--- config.mk ---
export PLATFORM = sky130hd
export DESIGN_NAME = alu_arbiter
export DESIGN_NICKNAME = d
export VERILOG_FILES = /design/src/rtl/alu_arbiter_pkg.sv /design/src/rtl/alu_arbiter_alu.sv /design/src/rtl/alu_arbiter.sv
export SDC_FILE = /design/constraint.sdc
export NUM_CORES = 1
export LEC_CHECK = 0
export ABC_AREA = 0
export CAP_MARGIN = 25
export CORE_MARGIN = 2
export CORE_UTILIZATION = 57
export CTS_BUF_LIST = sky130_fd_sc_hd__clkbuf_8
export CTS_CLUSTER_DIAMETER = 150
export DETAILED_ROUTE_END_ITERATION = 16
export GPL_TIMING_DRIVEN = 0
export HOLD_SLACK_MARGIN = 0.12
export MAX_ROUTING_LAYER = met4
export PLACE_DENSITY = 0.77
export SKIP_LAST_GASP = 1
export SLEW_MARGIN = 40
export SYNTH_ARGS = -nofsm -noshare
export SYNTH_HDL_FRONTEND = slang
export SYNTH_SLANG_ARGS = --single-unit
export TNS_END_PERCENT = 10
--- constraint.sdc ---
create_clock -name clk -period 52.5 [get_ports clk]
set_clock_uncertainty 0.2 [all_clocks]
set_input_delay 5.25 -clock clk [delete_from_list [all_inputs] [get_ports clk]]
set_output_delay 5.25 -clock clk [all_outputs]
set_load 0.05 [all_outputs]
--- src/rtl/alu_arbiter_pkg.sv ---
// Shared definitions for the two-requester ALU arbiter: data width,
// 4-bit opcode encoding of the shared ALU, FSM states and operand bundle.
package alu_arbiter_pkg;

  localparam int DATA_W = 16;

  localparam logic [3:0] OP_ADD  = 4'b0000;
  localparam logic [3:0] OP_SUB  = 4'b0001;
  localparam logic [3:0] OP_MUL  = 4'b0010;
  localparam logic [3:0] OP_DIV  = 4'b0011;
  localparam logic [3:0] OP_SHL  = 4'b0100;
  localparam logic [3:0] OP_SHR  = 4'b0101;
  localparam logic [3:0] OP_AND  = 4'b1000;
  localparam logic [3:0] OP_OR   = 4'b1001;
  localparam logic [3:0] OP_XOR  = 4'b1010;
  localparam logic [3:0] OP_NOR  = 4'b1011;
  localparam logic [3:0] OP_NAND = 4'b1100;
  localparam logic [3:0] OP_XNOR = 4'b1101;

  typedef enum logic [1:0] {
    ST_IDLE = 2'd0,
    ST_EXEC = 2'd1,
    ST_RESP = 2'd2
  } state_t;

  // Everything captured from a requester at the moment it is granted.
  typedef struct packed {
    logic [3:0]        op;
    logic [DATA_W-1:0] a;
    logic [DATA_W-1:0] b;
    logic              cin;
    logic              id;
  } operand_t;

endpackage

--- src/rtl/alu_arbiter_alu.sv ---
// Shared 16-bit combinational ALU. Carry is meaningful only for add, sub and
// the undefined codes, which fall back to add-with-carry. Sub computes
// A - B - cin and reports a borrow in carry. Shifts move A by one bit.
module alu
  import alu_arbiter_pkg::*;
(
  input  logic [3:0]        i_op,
  input  logic [DATA_W-1:0] i_a,
  input  logic [DATA_W-1:0] i_b,
  input  logic              i_cin,
  output logic [DATA_W-1:0] o_result,
  output logic              o_carry
);

  logic [DATA_W:0]     w_sum;
  logic [DATA_W:0]     w_diff;
  logic [2*DATA_W-1:0] w_prod;

  assign w_sum  = {1'b0, i_a} + {1'b0, i_b} + {{DATA_W{1'b0}}, i_cin};
  assign w_diff = {1'b0, i_a} - {1'b0, i_b} - {{DATA_W{1'b0}}, i_cin};
  assign w_prod = {{DATA_W{1'b0}}, i_a} * {{DATA_W{1'b0}}, i_b};

  // Select the operation result; a zero divisor yields 0 here and is
  // replaced by the arbiter's configured value.
  always_comb begin
    // NOTE: outputs get defaults first so no path through the case infers a latch.
    o_result = '0;
    o_carry  = 1'b0;
    case (i_op)
      OP_ADD:  {o_carry, o_result} = w_sum;
      OP_SUB:  {o_carry, o_result} = w_diff;
      OP_MUL:  o_result = w_prod[DATA_W-1:0];
      OP_DIV:  o_result = (i_b == '0) ? '0 : i_a / i_b;
      OP_SHL:  o_result = i_a << 1;
      OP_SHR:  o_result = i_a >> 1;
      OP_AND:  o_result = i_a & i_b;
      OP_OR:   o_result = i_a | i_b;
      OP_XOR:  o_result = i_a ^ i_b;
      OP_NOR:  o_result = ~(i_a | i_b);
      OP_NAND: o_result = ~(i_a & i_b);
      OP_XNOR: o_result = ~(i_a ^ i_b);
      default: {o_carry, o_result} = w_sum;
    endcase
  end

endmodule

--- src/rtl/alu_arbiter.sv ---
// Two-requester front end for one shared ALU. A round-robin grant in IDLE
// captures the winner's operands, EXEC runs the ALU from those registers
// for one cycle, RESP holds the registered response until it is taken.
module alu_arbiter
  import alu_arbiter_pkg::*;
#(
  parameter logic [DATA_W-1:0] DIV0_VALUE = 16'hFFFF
) (
  input  logic              clk,
  input  logic              rst,
  input  logic              req0_valid,
  output logic              req0_ready,
  input  logic [3:0]        req0_op,
  input  logic [DATA_W-1:0] req0_a,
  input  logic [DATA_W-1:0] req0_b,
  input  logic              req0_cin,
  input  logic              req1_valid,
  output logic              req1_ready,
  input  logic [3:0]        req1_op,
  input  logic [DATA_W-1:0] req1_a,
  input  logic [DATA_W-1:0] req1_b,
  input  logic              req1_cin,
  output logic              rsp_valid,
  input  logic              rsp_ready,
  output logic              rsp_id,
  output logic [DATA_W-1:0] rsp_result,
  output logic              rsp_carry,
  output logic              rsp_div0,
  output logic              busy
);

  state_t            r_state;
  operand_t          r_opnd;
  logic              r_last_grant;
  logic              r_rsp_valid;
  logic              r_rsp_id;
  logic [DATA_W-1:0] r_rsp_result;
  logic              r_rsp_carry;
  logic              r_rsp_div0;

  logic              w_grant_id;
  logic              w_accept;
  operand_t          w_req0;
  operand_t          w_req1;
  operand_t          w_sel;
  logic [DATA_W-1:0] w_alu_result;
  logic              w_alu_carry;
  logic              w_div0;

  // A lone requester wins; on a contest the one not granted last time wins.
  assign w_grant_id = (req0_valid && req1_valid) ? ~r_last_grant : req1_valid;
  assign w_accept   = (r_state == ST_IDLE) && (req0_valid || req1_valid) && !rst;
  assign req0_ready = w_accept && !w_grant_id;
  assign req1_ready = w_accept &&  w_grant_id;

  assign w_req0 = '{op: req0_op, a: req0_a, b: req0_b, cin: req0_cin, id: 1'b0};
  assign w_req1 = '{op: req1_op, a: req1_a, b: req1_b, cin: req1_cin, id: 1'b1};
  assign w_sel  = w_grant_id ? w_req1 : w_req0;

  assign w_div0 = (r_opnd.op == OP_DIV) && (r_opnd.b == '0);

  alu u_alu (
    .i_op     (r_opnd.op),
    .i_a      (r_opnd.a),
    .i_b      (r_opnd.b),
    .i_cin    (r_opnd.cin),
    .o_result (w_alu_result),
    .o_carry  (w_alu_carry)
  );

  // Arbitration FSM with operand capture and registered response.
  always_ff @(posedge clk) begin
    // NOTE: non-blocking assignments so every register samples pre-edge values.
    if (rst) begin
      r_state      <= ST_IDLE;
      r_opnd       <= '0;
      r_last_grant <= 1'b1;
      r_rsp_valid  <= 1'b0;
      r_rsp_id     <= 1'b0;
      r_rsp_result <= '0;
      r_rsp_carry  <= 1'b0;
      r_rsp_div0   <= 1'b0;
    end else begin
      case (r_state)
        ST_IDLE: begin
          if (w_accept) begin
            r_opnd       <= w_sel;
            r_last_grant <= w_grant_id;
            r_state      <= ST_EXEC;
          end
        end
        ST_EXEC: begin
          r_rsp_result <= w_div0 ? DIV0_VALUE : w_alu_result;
          r_rsp_carry  <= w_alu_carry && !w_div0;
          r_rsp_div0   <= w_div0;
          r_rsp_id     <= r_opnd.id;
          r_rsp_valid  <= 1'b1;
          r_state      <= ST_RESP;
        end
        ST_RESP: begin
          if (rsp_ready) begin
            r_rsp_valid <= 1'b0;
            r_state     <= ST_IDLE;
          end
        end
        default: r_state <= ST_IDLE;
      endcase
    end
  end

  assign rsp_valid  = r_rsp_valid;
  assign rsp_id     = r_rsp_id;
  assign rsp_result = r_rsp_result;
  assign rsp_carry  = r_rsp_carry;
  assign rsp_div0   = r_rsp_div0;
  assign busy       = (r_state != ST_IDLE);

endmodule

==> summary by stage, run 1 <==
Global routing
The number of antenna violations at the first check in global routing is 0. The first-pass GRT wire length is 95400 um. The number of global-route vias before repair is 16.7k.

The global-route usage over all layers is 42.2%. The maximum number of pins on one net before global-route repair is 27. The global route total overflow is 0.

Timing
The highest achievable clock rate is 0.0290 GHz. The final critical-path setup slack is 18.07 ns. The worst path uses 65.6% of the clock period.

The slew at the pin with the worst max-slew slack is 0.919 ns. For the final routed database, the setup TNS stands at 0 ns. The worst path needs 34.43 ns of the cycle, external delays included. Setup violations remaining at the end of the flow were counted as 0.

The worst relative slew slack is 37.1%. The final number of max-transition violations is 0. Setup repair after global routing left no endpoint under its margin. The final hold violation count is 0.

Clocking
The sink count of the clock tree is 61. The count of hold-fix buffers inserted at cts is 0. The insertion delay of the later-clocked pin in the worst-skew pair is 0.38 ns. The clock passes through at most 2 buffers. The clock-pin slew of the registers on the worst-case setup and hold paths is 0.08 ns. Once the clock tree was built, the resizer swapped 0 gates to a different size.

The buffers inserted during post-CTS setup optimization is 0. The number of levels the H-tree was split into is 3. Counting the buffers created by CTS gives 9. The root buffer cell is sky130_fd_sc_hd__clkbuf_8.

TritonCTS built the clock tree.

Setup path
The maximum fanout encountered on the critical timing path is 24. The worst setup path is of the flip-flop to flip-flop kind. The number of buffers and inverters on the critical path is 15. The largest stage delay on the critical path is 0.78 ns. The data arrival time of the critical path is 34.47 ns. The data required time of the critical path is 52.54 ns. The master of the slowest instance on the critical path is sky130_fd_sc_hd__clkinv_2.

Among the stages of the critical path, the cell type that occurs most often is sky130_fd_sc_hd__ha_1. Broken down by cell family, the worst path's largest delay share belongs to compound AO/OA/AOI/OAI gates. The worst setup path is captured at a flip-flop. STA classifies the critical path startpoint as a flip-flop.

Placed design
The global placer's final weighted congestion is 1.07. The port buffer count is 100. The pre-CTS worst setup slack is 19.17 ns.

The instance area after placement is 0.0179 mm^2. The cell count after placement is 2658. The HPWL after detailed placement is 49500 um.

Synthesis
The number of unique standard cell types used by synthesis is 102. The fraction of the yosys area taken by sequential cells is 7.45%. The synthesized cell area is 0.0164 mm^2.

The net count of the mapped netlist is 2587. The mean cell area of the mapped netlist is 7.54 um^2. The number of enable-type register cells in the synthesized netlist is 0.

After synthesis, the share of flip-flops with an asynchronous set or reset is 0%. The synthesized instance count is 2173. In this run the biggest area consumer among cell types represents 19.2% of the synthesized area. The count of yosys warnings during synthesis is 0. Counting flops and latches in the post-synthesis netlist gives 61. By area the synthesized netlist is led by sky130_fd_sc_hd__ha_1 (19%), sky130_fd_sc_hd__fa_1 (10%), sky130_fd_sc_hd__dfxtp_1 (7.4%). Among all flip-flop cells after synthesis, the most frequent one is sky130_fd_sc_hd__dfxtp_1. The biggest area contributor in the post-synthesis netlist is sky130_fd_sc_hd__ha_1.

Finish
The most common cell after layout, fill and taps aside is sky130_fd_sc_hd__ha_1. The area growth from synthesis to layout is 10.6%. In the layout the commonest cells are sky130_fd_sc_hd__ha_1 (251), sky130_fd_sc_hd__nor2_1 (239), sky130_fd_sc_hd__nand2_1 (213), sky130_fd_sc_hd__inv_1 (188), sky130_fd_sc_hd__a21oi_1 (123).

The finished layout holds 2675 standard cells, fillers aside. Cells with a size suffix above 1 make up 4.89% of the layout. The final-layout fill cell count is 2633. After routing the design area is 0.0181 mm^2. At the end of the flow, the number of nets in the layout was 2699.

Die
The die width is 174 um. The floorplan step defined a core boundary enclosing 0.0285 mm^2. After floorplanning, the core was divided into 62 placement rows. The number of ports placed on the die boundary is 102. The initial utilization of the core area, before any placement, comes to 57.4%. The die area is 0.0301 mm^2. The height of the die is 174 um.

Run
Across the run, the number of max-cap violations was 0.

Run status
The flow ran to the end, and the final reports show no timing, DRC or antenna violations.

Hold path
The min-delay analysis places its worst path in the category flip-flop to flip-flop.

Detailed routing
After detailed routing, the average wire length per cell comes to 23.5 um. The post-route DRC violation count is 0. The detailed router's first-iteration violation count is 1839. The first TritonRoute pass finished after 6 iterations.

Once detail routing completed, the nets flagged for antenna violations numbered 0. The via count of the routed design is 17.5k. In the routed layout, each cell is associated on average with a via count of 6.54. The total detailed-routing wirelength is 62800 um.
==> Yosys cell counts (all sizes together), types with 6 or more instances <==
| cell | number |
|---|---|
| a2111oi | 8 |
| a211o | 6 |
| a211oi | 62 |
| a21boi | 8 |
| a21o | 24 |
| a21oi | 126 |
| a221oi | 16 |
| a22oi | 6 |
| a311oi | 8 |
| a31oi | 16 |
| and2 | 15 |
| and3 | 8 |
| buf | 23 |
| clkbuf | 74 |
| dfxtp | 61 |
| fa | 84 |
| ha | 251 |
| inv | 190 |
| mux2 | 22 |
| mux2i | 61 |
| nand2 | 213 |
| nand2b | 20 |
| nand3 | 35 |
| nand3b | 6 |
| nand4 | 13 |
| nor2 | 240 |
| nor2b | 21 |
| nor3 | 73 |
| nor3b | 6 |
| nor4 | 8 |
| o2111ai | 10 |
| o211ai | 23 |
| o21a | 43 |
| o21ai | 102 |
| o22ai | 11 |
| o31ai | 15 |
| or2 | 18 |
| or3 | 21 |
| or4 | 7 |
| xnor2 | 90 |
| xor2 | 43 |
==> cells by family after synthesis <==
kind of cell / after synthesis / synth area share, %
xor+xnor: 133 / 7.11
buf+inv: 291 / 6.81
simple gates: 713 / 20.1
flops: 61 / 7.45
mux: 83 / 5.30
fa+ha+maj: 335 / 29.4
compound gates: 557 / 23.8
==> worst paths after layout <==
kind | startpoint | to | slack (ns) | cells past startpoint
setup reg to reg | r_opnd[2] | rsp_result[0] | 18.07 | 122
hold / removal | r_opnd[0] | r_opnd[0] | 0.26 | 2
setup / recovery | r_opnd[2] | rsp_result[0] | 18.07 | 122
hold reg to reg | r_opnd[0] | r_opnd[0] | 0.26 | 2
==> registers in the layout, indices dropped and copies added, names as in the netlist <==
name and count:
r_state 2, rsp_result 16, rsp_div0 1, rsp_valid 1, r_opnd 38, rsp_id 1
r_last_grant 1, rsp_carry 1
==> area by class of cell <==
class                           instances  area [um^2]  area share [%]
Multi-Input combinational cell       1821        14100            77.7
Sequential cell                        61         1220            6.74
Timing Repair Buffer                  101         1010            5.55
Inverter                              194          733            4.04
Tap cell                              384          480            2.65
Buffer                                 97          392            2.16
Clock buffer                           10          138           0.759
Clock inverter                          6         70.1           0.386
Antenna cell                            1         2.50          0.0138
==> layer usage <==
metal | GRT usage [%] | vias to the layer above | wire, um
met5 | - | - | 0
li1 | - | 7983 | -
met3 | 7.92 | 227 | 5880
met2 | 66.4 | 998 | 28300
met1 | 51.6 | 8280 | 25100
met4 | 21.8 | 0 | 3570
==> through the flow <==
step	hold WS [ns]	utilization, %
after CTS	0.262	63.5
after floorplan	0.232	-
after detailed placement	0.250	62.8
final	0.264	63.5
after global placement	0.247	62.6
after global routing	0.288	63.5
==> worst register-to-register path: cells and delay by family (launching register included) <==
kind                       cells  cell delay (ns)
DFF                            1             0.75
and+or+nand+nor               20             4.23
adders and majority gates     16             5.22
AOI/OAI and AO/OA             69            18.25
muxes                          2             0.95
buffers and inverters         15             4.78
Power of run 1 is not shown: default switching activity piles up to over one toggle a cycle in this logic, so the estimate is an artifact.
==> run 2: changes to the inputs <==
==> constraint.sdc (replaced) <==
create_clock -name clk -period 32.1 [get_ports clk]
set_clock_uncertainty 0.2 [all_clocks]
set_input_delay 3.21 -clock clk [delete_from_list [all_inputs] [get_ports clk]]
set_output_delay 3.21 -clock clk [all_outputs]
set_load 0.05 [all_outputs]
==> run 2 against run 1 <==
Net effect: setup slack worse by 17 ns; global-route usage hardly changed; via count hardly changed; critical path type unchanged; sequential share of layout area hardly changed.
==> summary by stage, run 2 (synthesis gave the netlist of run 1 again) <==
Run status
The flow ran to the end, and the final reports show no timing, DRC or antenna violations.

Global routing
In the global route stage, met2 resource usage came out at 66.3%. Global routing used 42.2% of the available tracks. The number of antenna violations at the first check in global routing is 0. The met3 demand-to-capacity share in global routing is 7.92%. Global routing used 51.6% of the available met1 tracks.

The global route total overflow is 0. The global-route layer with the greatest usage is met2. The first-pass GRT wire length is 95400 um. The number of global-route vias before repair came to 16.7k. The maximum number of pins on one net before global-route repair is 27.

Timing
Setup violations remaining at the end of the flow were counted as 0. The final number of max-transition violations is 0. The final cycle utilization of the critical path is 95.9%. The highest achievable clock rate is 0.0325 GHz. The worst relative slew slack is 35.1%. The routed design could run at a clock period as short as 30.78 ns.

The slew at the pin with the worst max-slew slack is 0.949 ns. The final hold violation count was 0. The final critical-path setup slack is 1.32 ns.

Setup path
STA puts the critical path data required time at 32.13 ns. The most frequent cell on the critical path is sky130_fd_sc_hd__ha_1. The kind of launch point of the worst setup path is a flip-flop. The maximum fanout encountered on the critical timing path is 24. The category of the most critical setup path is flip-flop to flip-flop. Data arrives at the worst endpoint at 30.81 ns. For this run, the slowest stage of the critical path takes 0.57 ns. The master of the slowest instance on the critical path is sky130_fd_sc_hd__dfxtp_2.

The kind of capture point of the worst setup path is a flip-flop.

Finish
The top cell types in the final layout, fill and taps aside, are sky130_fd_sc_hd__ha_1 (251), sky130_fd_sc_hd__nor2_1 (238), sky130_fd_sc_hd__nand2_1 (212), sky130_fd_sc_hd__inv_1 (188), sky130_fd_sc_hd__a21oi_1 (121). The top register by number of flip-flops is r_opnd. The synthesis-to-layout area growth is 11.6%. The final-layout fill cell count is 2608.

The flip-flop count of the largest register, all copies and words added is 38. The number of nets in the layout is 2702. Cells with a size suffix above 1 make up 6.24% of the layout. The most common cell after layout, fill and taps aside is sky130_fd_sc_hd__ha_1. Measured on the finished design, the core utilization comes to 64.1%.

Placed design
The global placer's final weighted congestion is 1.07. During placement, the flow inserted port buffers numbering 100. Summed over all nets, the half-perimeter wirelength after detailed placement is 49500 um.

At the placement stage, the worst setup path has a slack of -1.23 ns.

Die
The initial standard-cell utilization of the core is 57.4%. The floorplan step set the die width to 174 um. The total area inside the core boundary comes to 0.0285 mm^2.

The die area is 0.0301 mm^2. The number of core rows is 62. The height of the die is 174 um. For this design the top-level I/O count stands at 102.

Run
Max-cap violations in this run came to 0.

Clocking
No sink is reached through more buffers than the 2 on the longest clock path. The clock net in this run drives a total of 61 sinks. The number of hold buffers added after CTS was 0.

After clock tree synthesis, the clock-pin slew on the worst setup and hold paths is 0.09 ns. CTS placed an instance of sky130_fd_sc_hd__clkbuf_8 at the clock tree root. The insertion delay of the later-clocked pin in the worst-skew pair is 0.37 ns. The number of levels the H-tree was split into is 3. The total CTS buffers is 9. The CTS tree is done.

Detailed routing
The routed wirelength normalized by instance count is 23.5 um. Summing over every cut layer, the via total after detailed routing is 17.5k. The detailed router finished its first iteration with 1924 violations.

The total detailed-routing wirelength is 63000 um. The number of nets with antenna violations after routing is 0. The number of detailed-routing iterations run before antenna repair is 8. For this run, design rule violations remaining after detail routing come to 0.

The ratio of routed vias to standard cells is 6.53.

Hold path
The path category of the worst min-delay check is flip-flop to flip-flop.
run 2: layout make-up:
class | count | area, um^2 | share of cell area [%]
multi-input cells | 1821 | 14200 | 77.6
repair buffers | 105 | 1040 | 5.66
flip-flops and latches | 61 | 1220 | 6.69
clock buffers | 10 | 138 | 0.752
well taps | 384 | 480 | 2.63
diodes | 1 | 2.50 | 0.0137
inverters | 194 | 743 | 4.06
plain buffers | 96 | 404 | 2.21
clock inverters | 6 | 70.1 | 0.383
run 2: routing by layer:
layer,vias up,routed length [um],part of all wire (%)
li1,7967,-,-
met1,8211,24800,39
met2,1045,28200,45
met3,253,6210,9.9
met4,0,3840,6.1
met5,-,0,0
run 2: path summary, 6_finish.rpt:
path | end | from | slack (ns) | cells after the start
min | r_opnd[0] | r_opnd[0] | 0.26 | 2
min reg2reg | r_opnd[0] | r_opnd[0] | 0.26 | 2
max | rsp_result[0] | r_opnd[2] | 1.32 | 125
max reg2reg | rsp_result[0] | r_opnd[2] | 1.32 | 125
run 2: stage by stage:
stage	setup TNS [ns]	instance area, um^2	instances	hold slack (ns)
3_5_place_dp	-1.23	17900	2658	0.250
6_report	0	18300	2678	0.264
2_1_floorplan	0	16400	2173	0.232
4_1_cts	0	18200	2675	0.262
3_3_place_gp	-1.27	17900	2657	0.247
5_1_grt	-0.0668	18300	2677	0.288
run 2: critical path, delay by kind of cell (launching register included):
kind | cells | cell delay, ns
flops | 1 | 0.57
buf+inv | 18 | 3.42
fa+ha+maj | 16 | 4.77
compound gates | 67 | 16.92
mux | 3 | 0.93
simple gates | 21 | 3.78
run 2: timing repair:
action                     CTS  global route
setup buffers                1             3
resized for setup            9            40
pin swaps                    1             2
setup endpoints to repair    1             2
hold endpoints to repair     0             0
Power of run 2 is left out for the same reason.
